## src/rtl/demux_edge_counter.sv

```systemverilog
// Four-channel rising-edge counter with clear-on-read port and sticky overflow flags.
// Build option: define CNT_SATURATE_EN to saturate counters at all-ones instead of wrapping.

module dec_lane #(
  parameter int CNT_W = 8
) (
  input  logic             clk,
  input  logic             rst,
  input  logic             i_y,
  input  logic             i_clr,
  output logic [CNT_W-1:0] o_cnt,
  output logic             o_ovf
);
  localparam logic [CNT_W-1:0] CNT_MAX = '1;

  logic             r_y_q;
  logic [CNT_W-1:0] r_cnt;
  logic             r_ovf;
  logic             w_rise;
  logic             w_at_max;

  assign w_rise   = i_y & ~r_y_q;
  assign w_at_max = (r_cnt == CNT_MAX);

  always_ff @(posedge clk or posedge rst) begin
    if (rst) begin
      r_y_q <= 1'b0;
      r_cnt <= '0;
      r_ovf <= 1'b0;
    end else begin
      r_y_q <= i_y;
      // A read clears the lane, but an event landing on the same edge starts the new count.
      if (i_clr) begin
        r_cnt <= w_rise ? {{(CNT_W-1){1'b0}}, 1'b1} : '0;
        r_ovf <= 1'b0;
      end else if (w_rise) begin
        if (w_at_max) begin
          r_ovf <= 1'b1;
`ifdef CNT_SATURATE_EN
          r_cnt <= CNT_MAX;
`else
          r_cnt <= '0;
`endif
        end else begin
          r_cnt <= r_cnt + 1'b1;
        end
      end
    end
  end

  assign o_cnt = r_cnt;
  assign o_ovf = r_ovf;
endmodule

module demux_edge_counter #(
  parameter int CNT_W = 8
) (
  input  logic             clk,
  input  logic             rst,
  input  logic             y0,
  input  logic             y1,
  input  logic             y2,
  input  logic             y3,
  input  logic             rd_en,
  input  logic [1:0]       rd_sel,
  output logic [CNT_W-1:0] rd_data,
  output logic             rd_valid,
  output logic [3:0]       ovf
);
  localparam int NUM_LANES = 4;
  localparam int STAGES    = 1;

  logic [NUM_LANES-1:0]            w_y;
  logic [NUM_LANES-1:0]            w_clr;
  logic [NUM_LANES-1:0]            w_ovf;
  logic [NUM_LANES-1:0][CNT_W-1:0] w_cnt;
  logic [STAGES:1]                 vld_pipe;
  logic [CNT_W-1:0]                r_rd_data;

  assign w_y = {y3, y2, y1, y0};

  genvar gi;
  generate
    for (gi = 0; gi < NUM_LANES; gi++) begin : g_lane
      assign w_clr[gi] = rd_en && (rd_sel == gi[1:0]);
      dec_lane #(.CNT_W(CNT_W)) u_lane (
        .clk   (clk),
        .rst   (rst),
        .i_y   (w_y[gi]),
        .i_clr (w_clr[gi]),
        .o_cnt (w_cnt[gi]),
        .o_ovf (w_ovf[gi])
      );
    end
  endgenerate

  always_ff @(posedge clk or posedge rst) begin
    if (rst) begin
      vld_pipe  <= '0;
      r_rd_data <= '0;
    end else begin
      vld_pipe[1] <= rd_en;
      for (int s = 2; s <= STAGES; s++) vld_pipe[s] <= vld_pipe[s-1];
      // Captures the pre-edge count; the lane clears on this same edge.
      if (rd_en) r_rd_data <= w_cnt[rd_sel];
    end
  end

  assign rd_data  = r_rd_data;
  assign rd_valid = vld_pipe[STAGES];
  assign ovf      = w_ovf;
endmodule

```

## config.mk

```make
export PLATFORM = sky130hd
export DESIGN_NAME = demux_edge_counter
export DESIGN_NICKNAME = d
export VERILOG_FILES = /design/src/rtl/demux_edge_counter.sv
export SDC_FILE = /design/constraint.sdc
export NUM_CORES = 1
export LEC_CHECK = 0
export ABC_CLOCK_PERIOD_IN_PS = 3200
export CAP_MARGIN = 20
export CORE_MARGIN = 2
export CORE_UTILIZATION = 40
export DETAILED_ROUTE_END_ITERATION = 16
export SLEW_MARGIN = 40
export SYNTH_ARGS = -nofsm -noshare
export SYNTH_HDL_FRONTEND = slang
export SYNTH_SLANG_ARGS = --single-unit
```

## constraint.sdc

```tcl
create_clock -name clk -period 3.2 [get_ports clk]
set_input_delay 0.32 -clock clk [delete_from_list [all_inputs] [get_ports clk]]
set_output_delay 0.32 -clock clk [all_outputs]
set_load 0.1 [all_outputs]
```

==> metrics.cfg, run 1 <==
[run_status]
status = complete, no violations

[global_routing]
grt.total_usage_pct = 15.4
first_global_vias = 1738
grt-ovfl-total = 0
grt_start_max_net_pins = 50
grt_pass1_wl_um = 8720
initial_antenna_violation_count = 0

[cts]
cts_made_buffers = 5
cts_resized = 0
clockRootBuffer = clkbuf_8
cts_post_setup_buffers_inserted = 0
hold_buffers = 0
cts.clk_slew.worst_paths_ps = 90
cts_tree = yes
clk_latency_ps = 290
clock_path_buffers = 2
htreeDepth = 2
sink_count = 49

[worst_setup_path]
worstPathMaxFanout = 16
category_of_the_worst_setup_path_capture_point = flop
worstPathArrival_ps = 2270
timing.critical_path.required_ps = 3390
critical_path_class = input port to flop
startpoint_type = input port

[logic_synthesis]
syn_inst = 235
ys_warn_count = 0
postSynthRegisterBits = 49
synth_top_area_share_pct = 48.5
synth.mux.area_fraction_pct = 11.9
synth_common_cells = 49 x dfrtp_1, 30 x nor2_1, 17 x nand2_1
synth_compound_gate_area_share_pct = 9.45
avgSynthCellArea_um2 = 10.8
synthTopCellsByArea = dfrtp_1 48%, mux4_2 7.1%, xnor2_1 4.8%, nor2_1 4.5%, mux2_2 3.6%
synth_top_family_by_area = simple AND/OR/NAND/NOR gates
synthFlopType = dfrtp_1
yosysUniqueCellTypes = 39
synth.largest_area_cell = dfrtp_1
post_synthesis_sequential_area_ratio_pct = 48.5
synth_xor_area_share_pct = 7.27
synthMostInstantiatedCell = dfrtp_1
postSynth.asyncResetShare_pct = 100
synth_enable_flop_cells = 0
synth-simple-area-share_pct = 17.4
synth_nets = 248
total_standard_cell_area_after_synthesis_mm2 = 0.00253
synth_fa_ha_area_share_pct = 1.98

[route]
wl_um = 5020
routed_via_density = 5.38
drtAntennaViolNets = 0
routed_wire_length_per_instance_um = 15.2
via_count = 1775
route.detailed.drc = 0
dr.pass1.iters = 4
drt-initial-drc-count = 100

[sta]
fin_hold_ws_ps = 436
final-hold-violation-count = 0
fin_setup_tns_ps = 0
final.setup_skew_ps = 7.70
setup_violations = 0
max_clock_freq_mhz = 481
worst_max_slew_pin_slew_ps = 776
finalCritPeriodShare_pct = 65.0
finalMaxSlewViolations = 0
layout_min_cycle_time_ps = 2080
max_slew_margin_pct = 48.1
grt_setup_unrepaired = no

[finish]
final_net_count = 267
antennaDiodeCount = 0
finish.instance_area_mm2 = 0.00279
drive_gt1_share_pct = 16.5
final_core_utilization_pct = 46.4
layout-area-overhead-vs-synth_pct = 10.4

[floorplanning]
die_width_um = 83.5
coreArea_mm2 = 0.00603
boundaryPins = 22
placement_rows = 28
die_height_um = 83.5
floorplan.initialDensity_pct = 42.0
dieArea_mm2 = 0.00698

[placed_design]
hpwl_um = 3610
placedInstanceArea_mm2 = 0.00271
gp_congestion = 0.767
place.port_buffers = 21

[pwr]
seqPwrFrac_pct = 52.7
totalPowerFinal_uw = 1510
power_frac_comb_pct = 24.1
power.density_cell_area_mw_per_mm2 = 542
cell_internal_power_dissipation_uw = 978
clock_group_share_of_total_power_pct = 23.2
sw_frac_of_total_pct = 35.4
power.leakage_uw = 0.00121
total_switching_power_uw = 535
ir_worst_vdd_v = 0.000323

[job]
max_cap_violations = 0

[worst_hold_path]
worst_hold_class = input port to asynchronous set/reset pin

[cell usage in the layout, fill, tap and decap left out, types with 2 or more instances in the layout]
cell type	n
clkbuf_1	3
nand4_1	5
clkbuf_8	5
dfrtp_1	49
o21ai_0	9
nand3b_1	2
buf_4	2
nor2b_1	2
xnor2_1	14
mux2i_1	3
and3_1	2
nand2_1	17
a211oi_1	5
and2_1	2
ha_1	4
nor4_1	2
nor3_1	3
a21oi_1	11
nor2_1	30
clkdlybuf4s50_1	8
inv_1	4
o211ai_1	2
xor2_1	7
buf_2	13
o21a_1	5
nand2b_1	4
mux4_2	8
mux2_2	8
nand3_1	13
or3_1	3
[critical path, cell delays in order]
cell             delay [ps]
clkdlybuf4s50_1         800
nand3b_1                530
a2111oi_2               410
xnor2_1                 160
nor2_1                   50
[per-layer routing]
layer | routed length (µm) | share of wire (%) | global-route usage (%)
met1 | 2490 | 50 | 22.4
met2 | 2300 | 46 | 23.8
met3 | 200 | 4.0 | 3.36
met4 | 34 | 0.68 | 3.81
met5 | 0 | 0 | 0
[final cells by class]
class	instances	area, µm²
fillers	565	3230
well taps	75	93.8
inverters	5	21.3
flip-flops and latches	49	1230
multi-input cells	170	1210
repair buffers	23	160
clock buffers	8	80.1
[through the flow]
step,setup WS (ps),instances
6_report,1120,330
5_1_grt,927,330
4_1_cts,1110,330
3_5_place_dp,801,322
3_3_place_gp,824,322
2_1_floorplan,1680,235
[power by group through the flow]
stage               sequential (µW)  combinational, µW  clock [µW]
finish                          797                365         351
global route                    811                399         392
CTS                             795                369         369
detailed placement              807                368           0
global placement                807                381           0
floorplan                       898                183           0
[flip-flops by register name, summed over array words and instances, names as in the netlist]
signal and count:
g_lane.u_lane.o_cnt 32, g_lane.u_lane.o_ovf 4, g_lane.u_lane.r_y_q 4, rd_data 8
rd_valid 1
[worst paths after layout]
check | end | slack [ps] | cells after the start | from
setup / recovery | g_lane[1].u_lane.o_cnt[7]$_DFFE_PP0P_ | 1120 | 5 | rd_sel[1]
hold / removal | g_lane[1].u_lane.o_ovf$_DFFE_PP0P_ | 440 | 2 | rst
setup reg to reg | g_lane[0].u_lane.o_cnt[2]$_DFFE_PP0P_ | 1540 | 4 | g_lane[0].u_lane.o_cnt[2]$_DFFE_PP0P_
hold reg to reg | g_lane[2].u_lane.o_ovf$_DFFE_PP0P_ | 500 | 1 | g_lane[2].u_lane.o_ovf$_DFFE_PP0P_
max in group asynchronous | g_lane[0].u_lane.o_cnt[5]$_DFFE_PP0P_ | 2320 | 2 | rst
min in group clk | g_lane[1].u_lane.r_y_q$_DFF_PP0_ | 490 | 1 | y1
[cells by family after synthesis]
kind of cell,Yosys count
mux,19
xor+xnor,21
simple gates,89
buf+inv,16
compound gates,37
fa+ha+maj,4
flops,49
Power figures use the tool's default switching activity.
==> inputs of run 2 (changes only) <==
--- a/config.mk
+++ b/config.mk
@@ -5,7 +5,7 @@
 export SDC_FILE = /design/constraint.sdc
 export NUM_CORES = 1
 export LEC_CHECK = 0
-export ABC_CLOCK_PERIOD_IN_PS = 3200
+export ABC_CLOCK_PERIOD_IN_PS = 2200
 export CAP_MARGIN = 20
 export CORE_MARGIN = 2
 export CORE_UTILIZATION = 40
==> constraint.sdc (replaced) <==
create_clock -name clk -period 2.2 [get_ports clk]
set_input_delay 0.22 -clock clk [delete_from_list [all_inputs] [get_ports clk]]
set_output_delay 0.22 -clock clk [all_outputs]
set_load 0.1 [all_outputs]
==> run 2 against run 1 <==
  * Wire length rose by 2.8%
  * Sequential power rose by 46%
  * Cell count rose by 1.8%
  * Power rose by 49%
  * Clock skew fell by 2.2 ps
  * Die area did not move
  * Critical endpoint is now g_lane[0].u_lane.o_cnt[7]$_DFFE_PP0P_
==> metrics.cfg, run 2 (same netlist as run 1, synthesis figures left out) <==
[route]
wl_um = 5160  ; was 5020 µm
drtAntennaViolNets = 0  ; unchanged
drt-initial-drc-count = 112  ; was 100
dr.pass1.iters = 4  ; unchanged
route.detailed.drc = 0  ; unchanged
routed_wire_length_per_instance_um = 15.4  ; was 15.2 µm
via_count = 1816  ; was 1,775
routed_via_density = 5.40  ; was 5.38

[finish]
largest_reg_flops = 32  ; unchanged
antennaDiodeCount = 0  ; unchanged
layout-area-overhead-vs-synth_pct = 14.9  ; was 10.4%
highest_count_cells_in_the_layout_ignoring_fill_and_taps = 49 x dfrtp_1, 30 x nor2_1, 20 x buf_4  ; was 49 x dfrtp_1, 30 x nor2_1, 17 x nand2_1
layout.cells.most_common = dfrtp_1  ; unchanged
drive_gt1_share_pct = 19.2  ; was 16.5%
final_core_utilization_pct = 48.3  ; was 46.4%
nFillCells = 577  ; was 565
final_net_count = 274  ; was 267

[sta]
setup_violations = 0  ; unchanged
final.setup_skew_ps = 5.51  ; was 7.70 ps
max_clock_freq_mhz = 605
finalCritPeriodShare_pct = 75.1
max_slew_margin_pct = 61.0  ; was 48.1%
final-hold-violation-count = 0  ; unchanged
worst_max_slew_pin_slew_ps = 580  ; was 776 ps
layout_min_cycle_time_ps = 1650
fin_setup_tns_ps = 0  ; unchanged
grt_setup_unrepaired = no  ; unchanged
finalMaxSlewViolations = 0  ; unchanged

[run_status]
status = complete, no violations  ; unchanged

[pwr]
power.density_cell_area_mw_per_mm2 = 774  ; was 542 mW/mm²
ir_worst_vdd_v = 0.000674  ; was 0.000323 V
totalPowerFinal_uw = 2250  ; was 1510 µW
power.leakage_uw = 0.00126  ; was 0.00121 µW

[floorplanning]
die_width_um = 83.5  ; unchanged
placement_rows = 28  ; unchanged
boundaryPins = 22  ; unchanged
floorplan.initialDensity_pct = 42.0  ; unchanged
die_height_um = 83.5  ; unchanged
coreArea_mm2 = 0.00603  ; unchanged
dieArea_mm2 = 0.00698  ; unchanged

[global_routing]
grt-ovfl-total = 0  ; unchanged
initial_antenna_violation_count = 0  ; unchanged
grt_pass1_wl_um = 9050  ; was 8720 µm
grt.total_usage_pct = 15.9  ; was 15.4%
first_global_vias = 1845  ; was 1,738
grt_start_max_net_pins = 28  ; was 50

[cts]
cts_post_setup_buffers_inserted = 0  ; unchanged
clk_latency_ps = 290  ; about the same
cts_tree = yes  ; unchanged
cts.clk_slew.worst_paths_ps = 90  ; about the same
clockRootBuffer = clkbuf_8  ; unchanged
hold_buffers = 0  ; unchanged
clock_path_buffers = 2  ; unchanged
htreeDepth = 2  ; unchanged
cts_made_buffers = 5  ; unchanged
sink_count = 49  ; unchanged
cts_resized = 0  ; unchanged

[placed_design]
place.port_buffers = 21  ; unchanged
hpwl_um = 3910  ; was 3610 µm
gp_congestion = 0.834  ; was 0.767

[worst_setup_path]
rr_worst_depth = 4  ; unchanged
timing.rr.end = g_lane[0].u_lane.o_cnt[7]$_DFFE_PP0P_  ; was g_lane[0].u_lane.o_cnt[2]$_DFFE_PP0P_
worstPathMaxFanout = 5  ; was 16
regToRegSetupSlack_ps = 550  ; was 1540 ps
r2r_start = g_lane[0].u_lane.o_cnt[2]$_DFFE_PP0P_  ; unchanged
startpoint_type = flop  ; was input port
category_of_the_worst_setup_path_capture_point = flop  ; unchanged
critical_path_class = flop to flop  ; was input port to flop
worstPathArrival_ps = 1810  ; was 2270 ps
timing.critical_path.required_ps = 2360  ; was 3390 ps

[job]
max_cap_violations = 0  ; unchanged

[worst_hold_path]
worst_hold_class = input port to asynchronous set/reset pin  ; unchanged

## run 2: cell types whose count changed in the layout (fill, tap and decap cells not counted), sizes merged
cell    change
buf         +7
clkbuf      -1
## run 2: power by group
group	total, µW	switching, µW	internal, µW	leakage, µW
clock network	532	282	250	0.0000443
registers	1160	145	1010	0.000656
logic	562	351	211	0.000560
total	2250	778	1470	0.00126
## run 2: how the worst max path moves through the flow
stage | start | endpoint | depth (start not counted)
global route | g_lane[0].u_lane.o_cnt[2]$_DFFE_PP0P_ | g_lane[0].u_lane.o_cnt[7]$_DFFE_PP0P_ | 4
CTS | g_lane[0].u_lane.o_cnt[2]$_DFFE_PP0P_ | g_lane[0].u_lane.o_cnt[7]$_DFFE_PP0P_ | 4
floorplan | rd_sel[0] | rd_data[3]$_DFFE_PP0P_ | 4
detailed placement | rd_sel[0] | g_lane[3].u_lane.o_cnt[5]$_DFFE_PP0P_ | 5
finish | g_lane[0].u_lane.o_cnt[2]$_DFFE_PP0P_ | g_lane[0].u_lane.o_cnt[7]$_DFFE_PP0P_ | 4
global placement | rd_sel[0] | g_lane[3].u_lane.o_cnt[7]$_DFFE_PP0P_ | 5
## run 2: layout make-up
| cell class | instances | area, µm² | area share, % |
|---|---|---|---|
| well taps | 75 | 93.8 | 3.23 |
| clock buffers | 7 | 86.3 | 2.97 |
| repair buffers | 30 | 270 | 9.29 |
| flip-flops and latches | 49 | 1230 | 42.2 |
| multi-input cells | 170 | 1210 | 41.7 |
| inverters | 5 | 18.8 | 0.645 |
## run 2: stage by stage
stage          setup WS, ps  hold slack [ps]  cells  area, µm²
6_report                548              266    336       2910
5_1_grt                 395              314    336       2910
4_1_cts                 551              288    336       2910
3_5_place_dp            245              486    329       2820
3_3_place_gp            310              480    329       2820
2_1_floorplan           784              251    235       2530
## run 2: routing by layer
| layer | vias to the layer above | wire length [µm] | share of wire, % | global-route usage [%] |
|---|---|---|---|---|
| met1 | 905 | 2560 | 50 | 23.1 |
| li1 | 878 | - | - | - |
| met2 | 27 | 2380 | 46 | 24.4 |
| met5 | - | 0 | 0 | 0 |
| met4 | 0 | 55 | 1.1 | 4.25 |
| met3 | 6 | 163 | 3.2 | 3.26 |
## run 2: critical path, stage by stage (launching register included)
cell     delay [ps]
dfrtp_1         460
and3_1          250
nand4_1         170
o21ai_0         520
nor2_1          110
==> inputs of run 3 (changes only) <==
--- a/config.mk
+++ b/config.mk
@@ -5,7 +5,7 @@
 export SDC_FILE = /design/constraint.sdc
 export NUM_CORES = 1
 export LEC_CHECK = 0
-export ABC_CLOCK_PERIOD_IN_PS = 2200
+export ABC_CLOCK_PERIOD_IN_PS = 1400
 export CAP_MARGIN = 20
 export CORE_MARGIN = 2
 export CORE_UTILIZATION = 40
==> constraint.sdc (replaced) <==
create_clock -name clk -period 1.4 [get_ports clk]
set_input_delay 0.14 -clock clk [delete_from_list [all_inputs] [get_ports clk]]
set_output_delay 0.14 -clock clk [all_outputs]
set_load 0.1 [all_outputs]
==> run 3 against run 2 <==
  * The flow now finishes with violations (setup timing)
  * Clock power is 69% higher
  * Highest routed layer unchanged
  * Sequential cell count stayed put
  * Largest power group unchanged
  * Via count is 11% higher
  * Clock-buffer cell count stayed put
  * Clock skew is 1.9 ps higher
  * Power is 77% higher
  * Cell count is 15% higher
  * Setup slack worse by 550 ps
  * Non-clock buffer count is 51 higher
  * Core utilization is 11 points higher
==> metrics.cfg, run 3 (same netlist as run 1, synthesis figures left out) <==
[run_status]
status = finished with violations  ; was complete, no violations
violations_in_the_final_reports = setup timing

[worst_setup_path]
worstPathMaxFanout = 2  ; was 5
critical_path_buffers_and_inverters = 1  ; was 0
critical_path.cell_chain = ha_2 -> nand2_2 -> or3_4 -> buf_4 -> a21oi_2 -> o21ai_1  ; was and3_1 -> nand4_1 -> o21ai_0 -> nor2_1
cp_slowest_cell = dfrtp_1  ; was o21ai_0
category_of_the_worst_setup_path_capture_point = flop  ; unchanged
critPathTopFamily = simple AND/OR/NAND/NOR gates  ; unchanged
worstPathArrival_ps = 1590  ; was 1810 ps
slowest_delay_ps = 370  ; was 520 ps
timing.critical_path.required_ps = 1590  ; was 2360 ps
startpoint_type = flop  ; unchanged
critical_path_class = flop to flop  ; unchanged

[sta]
fin_setup_tns_ps = -5.07  ; was 0 ps
max_slew_margin_pct = 80.0  ; was 61.0%
final-hold-violation-count = 0  ; unchanged
setup_violations = 1  ; was 0
final.setup_skew_ps = 7.37  ; was 5.51 ps
finalCritPeriodShare_pct = 100  ; was 75.1%
finalMaxSlewViolations = 0  ; unchanged
layout_min_cycle_time_ps = 1410  ; was 1650 ps
max_clock_freq_mhz = 712  ; was 605 MHz
timing.final.ws_setup_ps = -5.07  ; was 548 ps
worst_max_slew_pin_slew_ps = 300  ; was 580 ps
grt_setup_unrepaired = yes  ; was no

[placed_design]
detailedPlace.worstSlack_ps = -354  ; was 245 ps
hpwl_um = 4130  ; was 3910 µm
gp_congestion = 0.842  ; was 0.834
place.port_buffers = 21  ; unchanged

[route]
drt-initial-drc-count = 87  ; was 112
routed_via_density = 5.20  ; was 5.40
via_count = 2018  ; was 1,816
dr.pass1.iters = 4  ; unchanged
routed_wire_length_per_instance_um = 14.5  ; was 15.4 µm
drtAntennaViolNets = 0  ; unchanged
route.detailed.drc = 0  ; unchanged
wl_um = 5610  ; was 5160 µm

[cts]
clockRootBuffer = clkbuf_8  ; unchanged
htreeDepth = 2  ; unchanged
sink_count = 49  ; unchanged
cts_made_buffers = 5  ; unchanged
cts_tree = yes  ; unchanged
cts.clk_slew.worst_paths_ps = 90  ; about the same
clock_path_buffers = 2  ; unchanged
hold_buffers = 0  ; unchanged
clk_latency_ps = 290  ; about the same

[floorplanning]
die_width_um = 83.5  ; unchanged
die_height_um = 83.5  ; unchanged
dieArea_mm2 = 0.00698  ; unchanged
coreArea_mm2 = 0.00603  ; unchanged
boundaryPins = 22  ; unchanged
placement_rows = 28  ; unchanged
floorplan.initialDensity_pct = 42.0  ; unchanged

[global_routing]
first_global_vias = 1998  ; was 1,845
grt_start_max_net_pins = 50  ; was 28
grt-ovfl-total = 0  ; unchanged
initial_antenna_violation_count = 0  ; unchanged
grt_pass1_wl_um = 9660  ; was 9050 µm
grt.total_usage_pct = 17.1  ; was 15.9%

[pwr]
power.density_cell_area_mw_per_mm2 = 1120  ; was 774 mW/mm²
totalPowerFinal_uw = 3980  ; was 2250 µW
ir_worst_vdd_v = 0.000941  ; was 0.000674 V
power.leakage_uw = 0.00158  ; was 0.00126 µW

[job]
max_cap_violations = 0  ; unchanged

[finish]
layout.cells.most_common = buf_4  ; was dfrtp_1
final_core_utilization_pct = 59.3  ; was 48.3%
highest_count_cells_in_the_layout_ignoring_fill_and_taps = 54 x buf_4, 46 x dfrtp_1, 29 x nor2_1  ; was 49 x dfrtp_1, 30 x nor2_1, 20 x buf_4
antennaDiodeCount = 0  ; unchanged
final_net_count = 325  ; was 274
layout-area-overhead-vs-synth_pct = 41.2  ; was 14.9%
drive_gt1_share_pct = 38.3  ; was 19.2%
largest_reg_flops = 32  ; unchanged

[worst_hold_path]
worst_hold_class = input port to flop  ; was input port to asynchronous set/reset pin

==> run 3: final cells by class <==
| cell class | count | area, µm² |
|---|---|---|
| Tap cell | 75 | 93.8 |
| Fill cell | 510 | 2450 |
| Clock inverter | 1 | 5.00 |
| Sequential cell | 49 | 1230 |
| Inverter | 5 | 18.8 |
| Timing Repair Buffer | 81 | 836 |
| Multi-Input combinational cell | 170 | 1290 |
| Clock buffer | 7 | 96.3 |
==> run 3: stage by stage <==
stage / hold slack, ps / std cells / instance area [µm²]
2_1_floorplan: 171 / 235 / 2530
3_3_place_gp: 525 / 373 / 3330
3_5_place_dp: 532 / 373 / 3330
4_1_cts: 164 / 388 / 3490
5_1_grt: 168 / 388 / 3570
6_report: 161 / 388 / 3570
==> run 3: metal layers <==
metal	part of all wire (%)	vias up	GRT usage, %	wire (µm)
met5	0	-	0	0
met4	0.68	0	3.96	38
met3	3.1	4	3.36	176
met2	48	32	27.0	2670
met1	49	997	24.4	2720
li1	-	985	-	-
==> run 3: power breakdown <==
group          switching, µW  internal (µW)  total [µW]
Sequential               197           1590        1790
Clock                    450            447         897
Combinational            674            622        1300
==> run 3: final timing paths <==
| kind | startpoint | endpoint | slack, ps | cells past startpoint |
|---|---|---|---|---|
| max | g_lane[3].u_lane.o_cnt[1]$_DFFE_PP0P_ | g_lane[3].u_lane.o_cnt[0]$_DFFE_PP0P_ | -5 | 6 |
| min | rd_en | rd_valid$_DFF_PP0_ | 160 | 1 |
| max reg2reg | g_lane[3].u_lane.o_cnt[1]$_DFFE_PP0P_ | g_lane[3].u_lane.o_cnt[0]$_DFFE_PP0P_ | -5 | 6 |
| min reg2reg | g_lane[0].u_lane.o_cnt[0]$_DFFE_PP0P_ | g_lane[0].u_lane.o_cnt[0]$_DFFE_PP0P_ | 560 | 2 |
| max in group asynchronous | rst | g_lane[0].u_lane.o_cnt[0]$_DFFE_PP0P_ | 950 | 3 |
| min in group asynchronous | rst | g_lane[1].u_lane.o_cnt[1]$_DFFE_PP0P_ | 190 | 3 |
==> run 3: timing repair <==
item | CTS | global route
setup endpoints to repair | 15 | 27
resized for setup | 10 | 20
endpoints found under the hold margin | 0 | 0
pin swaps | 4 | 1
setup buffers | 7 | 0
==> edit 1: new RTL, settings of run 2 <==
`CNT_W` is set to 8 in 2 places; all go to 12.
--- a/src/rtl/demux_edge_counter.sv
+++ b/src/rtl/demux_edge_counter.sv
@@ -2,7 +2,7 @@
 // Build option: define CNT_SATURATE_EN to saturate counters at all-ones instead of wrapping.
 
 module dec_lane #(
-  parameter int CNT_W = 8
+  parameter int CNT_W = 12
 ) (
   input  logic             clk,
   input  logic             rst,
@@ -53,7 +53,7 @@
 endmodule
 
 module demux_edge_counter #(
-  parameter int CNT_W = 8
+  parameter int CNT_W = 12
 ) (
   input  logic             clk,
   input  logic             rst,
Interface: changed (resized rd_data); port bits go from 22 to 26. The function was not compared with the original's and may differ.
==> edit 1 against run 2 <==
  * Power up 45%
  * Wire length rose by 70%
  * Area after synthesis is 48% higher
  * Sequential cell count increased by 20
  * Final area rose by 49%
  * Worst setup slack got worse by 330 ps
  * First-iteration DRC count up 41%
  * Clock power up 110%
  * Combinational power grew 15%
  * Count of clock-buffer cells in the layout is 6 higher
  * Critical path type unchanged
  * Critical endpoint is now g_lane[1].u_lane.o_cnt[5]$_DFFE_PP0P_
  * Largest cell class is now multi-input gates
  * Largest power group unchanged
==> edit 1: results (changes against run 2) <==
cts_resized: 0  # unchanged
drive_above_1_share_pct: 21.3  # +2.2 points
dp_cells: 475  # +44%
setup.worst_path.start: "g_lane[1].u_lane.o_cnt[0]$_DFFE_PP0P_"
slew_headroom_pct: 55.6  # -5.4 points
cts.clk_slew.worst_paths_ps: 70  # -20 ps
synthArstFlopShare_pct: 100  # unchanged
fin_skew_ps: 10.5  # +5.00 ps
critPathMaxStageDelay_ps: 520  # about the same
ir_worst_vdd_mv: 0.442  # -34%
grtUsageTotal_pct: 18.7  # +2.8 points
worstPathMaxFanout: 8  # +3
cp.required_ps: 2430  # +70 ps
drtIter0Drc: 158  # +41%
clock_latency_ps: 360  # +70 ps
dp_hpwl_um: 6320  # +62%
timing.rr.end: "g_lane[1].u_lane.o_cnt[5]$_DFFE_PP0P_"
clock-root-buffer: "clkbuf_8"
grt_pass1_vias: 2728  # +48%
antennaDiodeCount: 0  # unchanged
fin_cells: 491  # +46%
yosys_warnings: 0  # unchanged
cts_setup_buffers: 0  # unchanged
ys_seq_area_share_pct: 46.3  # -2.2 points
synth_ff_type: "dfrtp_1"
wl_um: 8800  # +70%
grt_max_degree: 70  # +150%
grt_pass1_wl_um: 14400  # +59%
synth.avg_cell_area_um2: 11.0  # +2.0%
cts_buffers: 9  # +4
port_buffers: 25  # +19%
critPathSlowestCell: "or4_1"
worst_setup_path_end_kind: "flop"
largest_reg_flops: 48  # +50%
place.gp.congestion: 0.863  # +3.5%
synth_area_leaders: "dfrtp_1 (46%), mux4_2 (7.2%), xor2_1 (4.5%), nor2_1 (4.1%), mux2_2 (3.6%)"
power.leakage_nw: 1.87  # +49%
cts_max_level: 3  # +1
synth_common_cells: "dfrtp_1 (69), nor2_1 (41), xor2_1 (19)"
min_path_type: "input port to async pin"
setup_viol: 0  # unchanged
status: "completed"
path_delay_family: "simple AND/OR/NAND/NOR gates"
cts_max_path_buffers: 2  # unchanged
first_pass_iters: 5  # +1
antenna_found_initial: 0  # unchanged
synth_nets: 353  # +42%
rrSetupSlack_ps: 210  # -330 ps
maxSlewViolCount: 0  # unchanged
avgViaCountPerCell: 5.72  # +5.8%
fin_nets: 388  # +42%
synth_cell_types: 49  # +26%
rr_worst_depth: 5  # +1
[edit 1: cell count changes after synthesis, sizes merged, moves of 5 or more]
cell | before | now
a2111oi | 1 | 8
nor2 | 30 | 41
o21ai | 10 | 15
and3 | 2 | 9
xor2 | 7 | 19
and4 | 1 | 7
dfrtp | 49 | 69
o2111ai | 1 | 11
[edit 1: tightest hold or removal path, stage by stage]
cell and delay, ps:
clkdlybuf4s50_1 410, inv_2 70, buf_12 310
[edit 1: power by group]
part / leakage [nW] / total [mW] / internal (mW) / switching [mW]
Combinational: 0.834 / 0.645 / 0.227 / 0.419
Clock: 0.106 / 1.11 / 0.615 / 0.492
Sequential: 0.934 / 1.52 / 1.38 / 0.143
Total: 1.87 / 3.27 / 2.22 / 1.05
[edit 1: how the worst min path moves through the flow]
stage | end | depth (start not counted) | start | slack (ps)
after floorplan | g_lane[0].u_lane.r_y_q$_DFF_PP0_ | 0 | y0 | 250
after global placement | g_lane[2].u_lane.o_ovf$_DFFE_PP0P_ | 1 | g_lane[2].u_lane.o_ovf$_DFFE_PP0P_ | 480
after detailed placement | g_lane[1].u_lane.o_ovf$_DFFE_PP0P_ | 1 | g_lane[1].u_lane.o_ovf$_DFFE_PP0P_ | 490
after CTS | g_lane[1].u_lane.o_cnt[2]$_DFFE_PP0P_ | 3 | rst | 270
after global routing | g_lane[3].u_lane.o_cnt[1]$_DFFE_PP0P_ | 3 | rst | 330
final | g_lane[3].u_lane.o_cnt[0]$_DFFE_PP0P_ | 3 | rst | 240
[edit 1: cells by family (layout without fill, tap and decap cells)]
family          count (synthesis)  count (layout)  share of synthesized area, %
simple gates                  121             121                          16.7
flops                          69              69                          46.3
compound gates                 62              62                          12.9
xor+xnor                       34              34                          7.98
mux                            26              26                          11.4
buf+inv                        24              64                          3.49
fa+ha+maj                       4               4                          1.34
[edit 1: routing by layer]
metal	track usage (%)	wire length, um	vias up
li1	-	-	1325
met1	25.1	4010	1415
met2	29.8	4270	57
met3	4.16	379	11
met4	6.95	136	0
met5	0	0	-
[edit 1: area by class of cell]
cell class / instances / area, um2
Clock inverter: 3 / 42.5
Sequential cell: 69 / 1730
Clock buffer: 13 / 169
Timing Repair Buffer: 42 / 360
Fill cell: 841 / 4810
Tap cell: 111 / 139
Multi-Input combinational cell: 247 / 1880
Inverter: 6 / 22.5
[edit 1: per-stage QoR]
step | utilization [%] | setup WS (ps) | area, um2
6_report | 47.4 | 214 | 4340
5_1_grt | 47.4 | 103 | 4340
4_1_cts | 47.4 | 162 | 4340
3_5_place_dp | 45.1 | 48.1 | 4120
3_3_place_gp | 45.1 | 82.0 | 4120
2_1_floorplan | - | 240 | 3730
==> edit 2: new RTL, settings of run 2 <==
Without the edit above. Register the outputs `rd_valid` and `ovf`, with the module's reset; this adds one clock of latency there. The other outputs are not delayed to match.
--- a/src/rtl/demux_edge_counter.sv
+++ b/src/rtl/demux_edge_counter.sv
@@ -107,7 +107,14 @@
   end
 
   assign rd_data  = r_rd_data;
-  assign rd_valid = vld_pipe[STAGES];
-  assign ovf      = w_ovf;
+  always_ff @(posedge clk or posedge rst) begin
+    if (rst) begin
+      rd_valid <= '0;
+      ovf      <= '0;
+    end else begin
+      rd_valid <= vld_pipe[STAGES];
+      ovf      <= w_ovf;
+    end
+  end
 endmodule
 
Behaviour: not the same (a bounded check fails within 4 cycles, from zero or initial values and one cycle with rst high).
==> edit 2 against run 2 <==
  * Wire length rose by 3.2%
  * Area after synthesis rose by 3.6%
  * Final area rose by 5.1%
  * Worst setup slack got worse by 54 ps
  * First-iteration DRC count fell by 14%
  * Sequential cell count rose by 5
  * Critical path depth rose by 1
  * Count of clock-buffer cells in the layout fell by 2
  * Final cell count rose by 0.60%
  * Power rose by 8.2%
  * Die area rose by 3.4%
  * Clock skew rose by 11 ps
  * Global-route usage fell by 0.20 points
  * Highest routed layer unchanged
==> edit 2: results (changes against run 2) <==
status: "completed"
place.gp.congestion: 0.789  # -5.4%
multi_input_area_share_pct: 39.8  # -1.9 points
drive_above_1_share_pct: 20.3  # +1.1 points
critPathMaxStageDelay_ps: 450  # -70 ps
num_vias: 1825  # +0.50%
drtIter0Drc: 96  # -14%
synth_area_leaders: "dfrtp_1 (52%), mux4_2 (6.0%), nor2_1 (4.4%), xor2_1 (4.3%), mux2_2 (3.4%)"
slew_headroom_pct: 70.7  # +9.7 points
wl_um: 5330  # +3.2%
place_ws_ps: 190  # -54.9 ps
p_comb_uw: 573  # +2%
inv_count: 6  # +1
fin_skew_ps: 16.3  # +10.8 ps
fin_cells: 338  # +0.60%
seqCellArea_um2: 1350  # +10%
grtUsageTotal_pct: 15.7  # -0.20 points
grt_max_degree: 38  # +36%
dp_cells: 330  # +0.30%
synth_nets: 240  # -3.2%
synth_common_cells: "dfrtp_1 (54), nor2_1 (31), nand2_1 (15)"
switching_share_pct: 36.1  # +1.5 points
antennaDiodeCount: 0  # unchanged
grt_pass1_vias: 1747  # -5.3%
synth_cell_types: 37  # -5.1%
cts_max_path_buffers: 2  # unchanged
synthCells: 227  # -3.4%
fin_nets: 273  # -0.36%
port_buffers: 21  # unchanged
buffers: 32  # +6.7%
nonClkBufAreaFrac_pct: 8.92  # -0.37 points
ir_worst_vdd_mv: 0.496  # -26%
clock_latency_ps: 320  # +30 ps
power_frac_seq_pct: 52.5  # +1.1 points
multi_input_gates: 161  # -5.3%
power.leakage_nw: 1.38  # +9.7%
ys_ff_latch: 54  # +10%
cts_max_level: 2  # unchanged
worstPathMaxFanout: 5  # unchanged
clkbuf_count: 5  # -2
dpl_cell_area_um2: 2960  # +4.9%
critical_path_arrival_ps: 1890  # +80 ps
critPathSlowestCell: "dfrtp_1"
ys_seq_area_share_pct: 51.6  # +3.1 points
clock-root-buffer: "clkbuf_8"
n_fill_cell: 569  # -1.4%
finalPower_mw: 2.43  # +8.2%
antenna_found_initial: 0  # unchanged
grt_pass1_wl_um: 8880  # -1.8%
clockNetworkAreaShare_pct: 3.19  # +0.22 points
syn-cell-area_um2: 2620  # +3.6%
yosys_warnings: 0  # unchanged
final_util_pct: 48.1  # -0.12 points
dp_hpwl_um: 3960  # +1.4%
edit 2: cell types whose count changed after synthesis, sizes merged, moves of 3 or more:
cell	delta
xnor2	-5
xor2	+6
nor3	-3
buf	-5
dfrtp	+5
a21oi	-3
o21a	-3
edit 2: worst max-delay path, delay by kind of cell (launching register included):
family | cells | cell delay, ps
flops | 1 | 450
compound gates | 1 | 350
simple gates | 3 | 540
fa+ha+maj | 1 | 240
edit 2: final timing paths:
| check | from | endpoint | slack, ps | cells past startpoint |
|---|---|---|---|---|
| max in group asynchronous | rst | g_lane[2].u_lane.o_cnt[3]$_DFFE_PP0P_ | 1460 | 3 |
| max | g_lane[2].u_lane.o_cnt[0]$_DFFE_PP0P_ | g_lane[2].u_lane.o_cnt[3]$_DFFE_PP0P_ | 490 | 5 |
| min | rst | ovf[1]$_DFF_PP0_ | 210 | 2 |
| min in group clk | vld_pipe$_DFF_PP0_ | rd_valid$_DFF_PP0_ | 360 | 0 |
| min reg2reg | vld_pipe$_DFF_PP0_ | rd_valid$_DFF_PP0_ | 360 | 0 |
| max reg2reg | g_lane[2].u_lane.o_cnt[0]$_DFFE_PP0P_ | g_lane[2].u_lane.o_cnt[3]$_DFFE_PP0P_ | 490 | 5 |
edit 2: kinds of logic after synthesis:
family	Yosys count	share of synthesized area [%]
simple gates	85	16.9
flops	54	51.6
compound gates	31	8.64
xor+xnor	22	7.35
mux	19	11.6
buf+inv	12	2.05
fa+ha+maj	4	1.91
edit 2: layer usage:
| layer | share of wire [%] | GRT usage, % | up-vias |
|---|---|---|---|
| li1 | - | - | 875 |
| met1 | 48 | 22.9 | 914 |
| met2 | 47 | 23.7 | 29 |
| met3 | 3.5 | 2.92 | 7 |
| met4 | 1.3 | 5.34 | 0 |
| met5 | 0 | 0 | - |
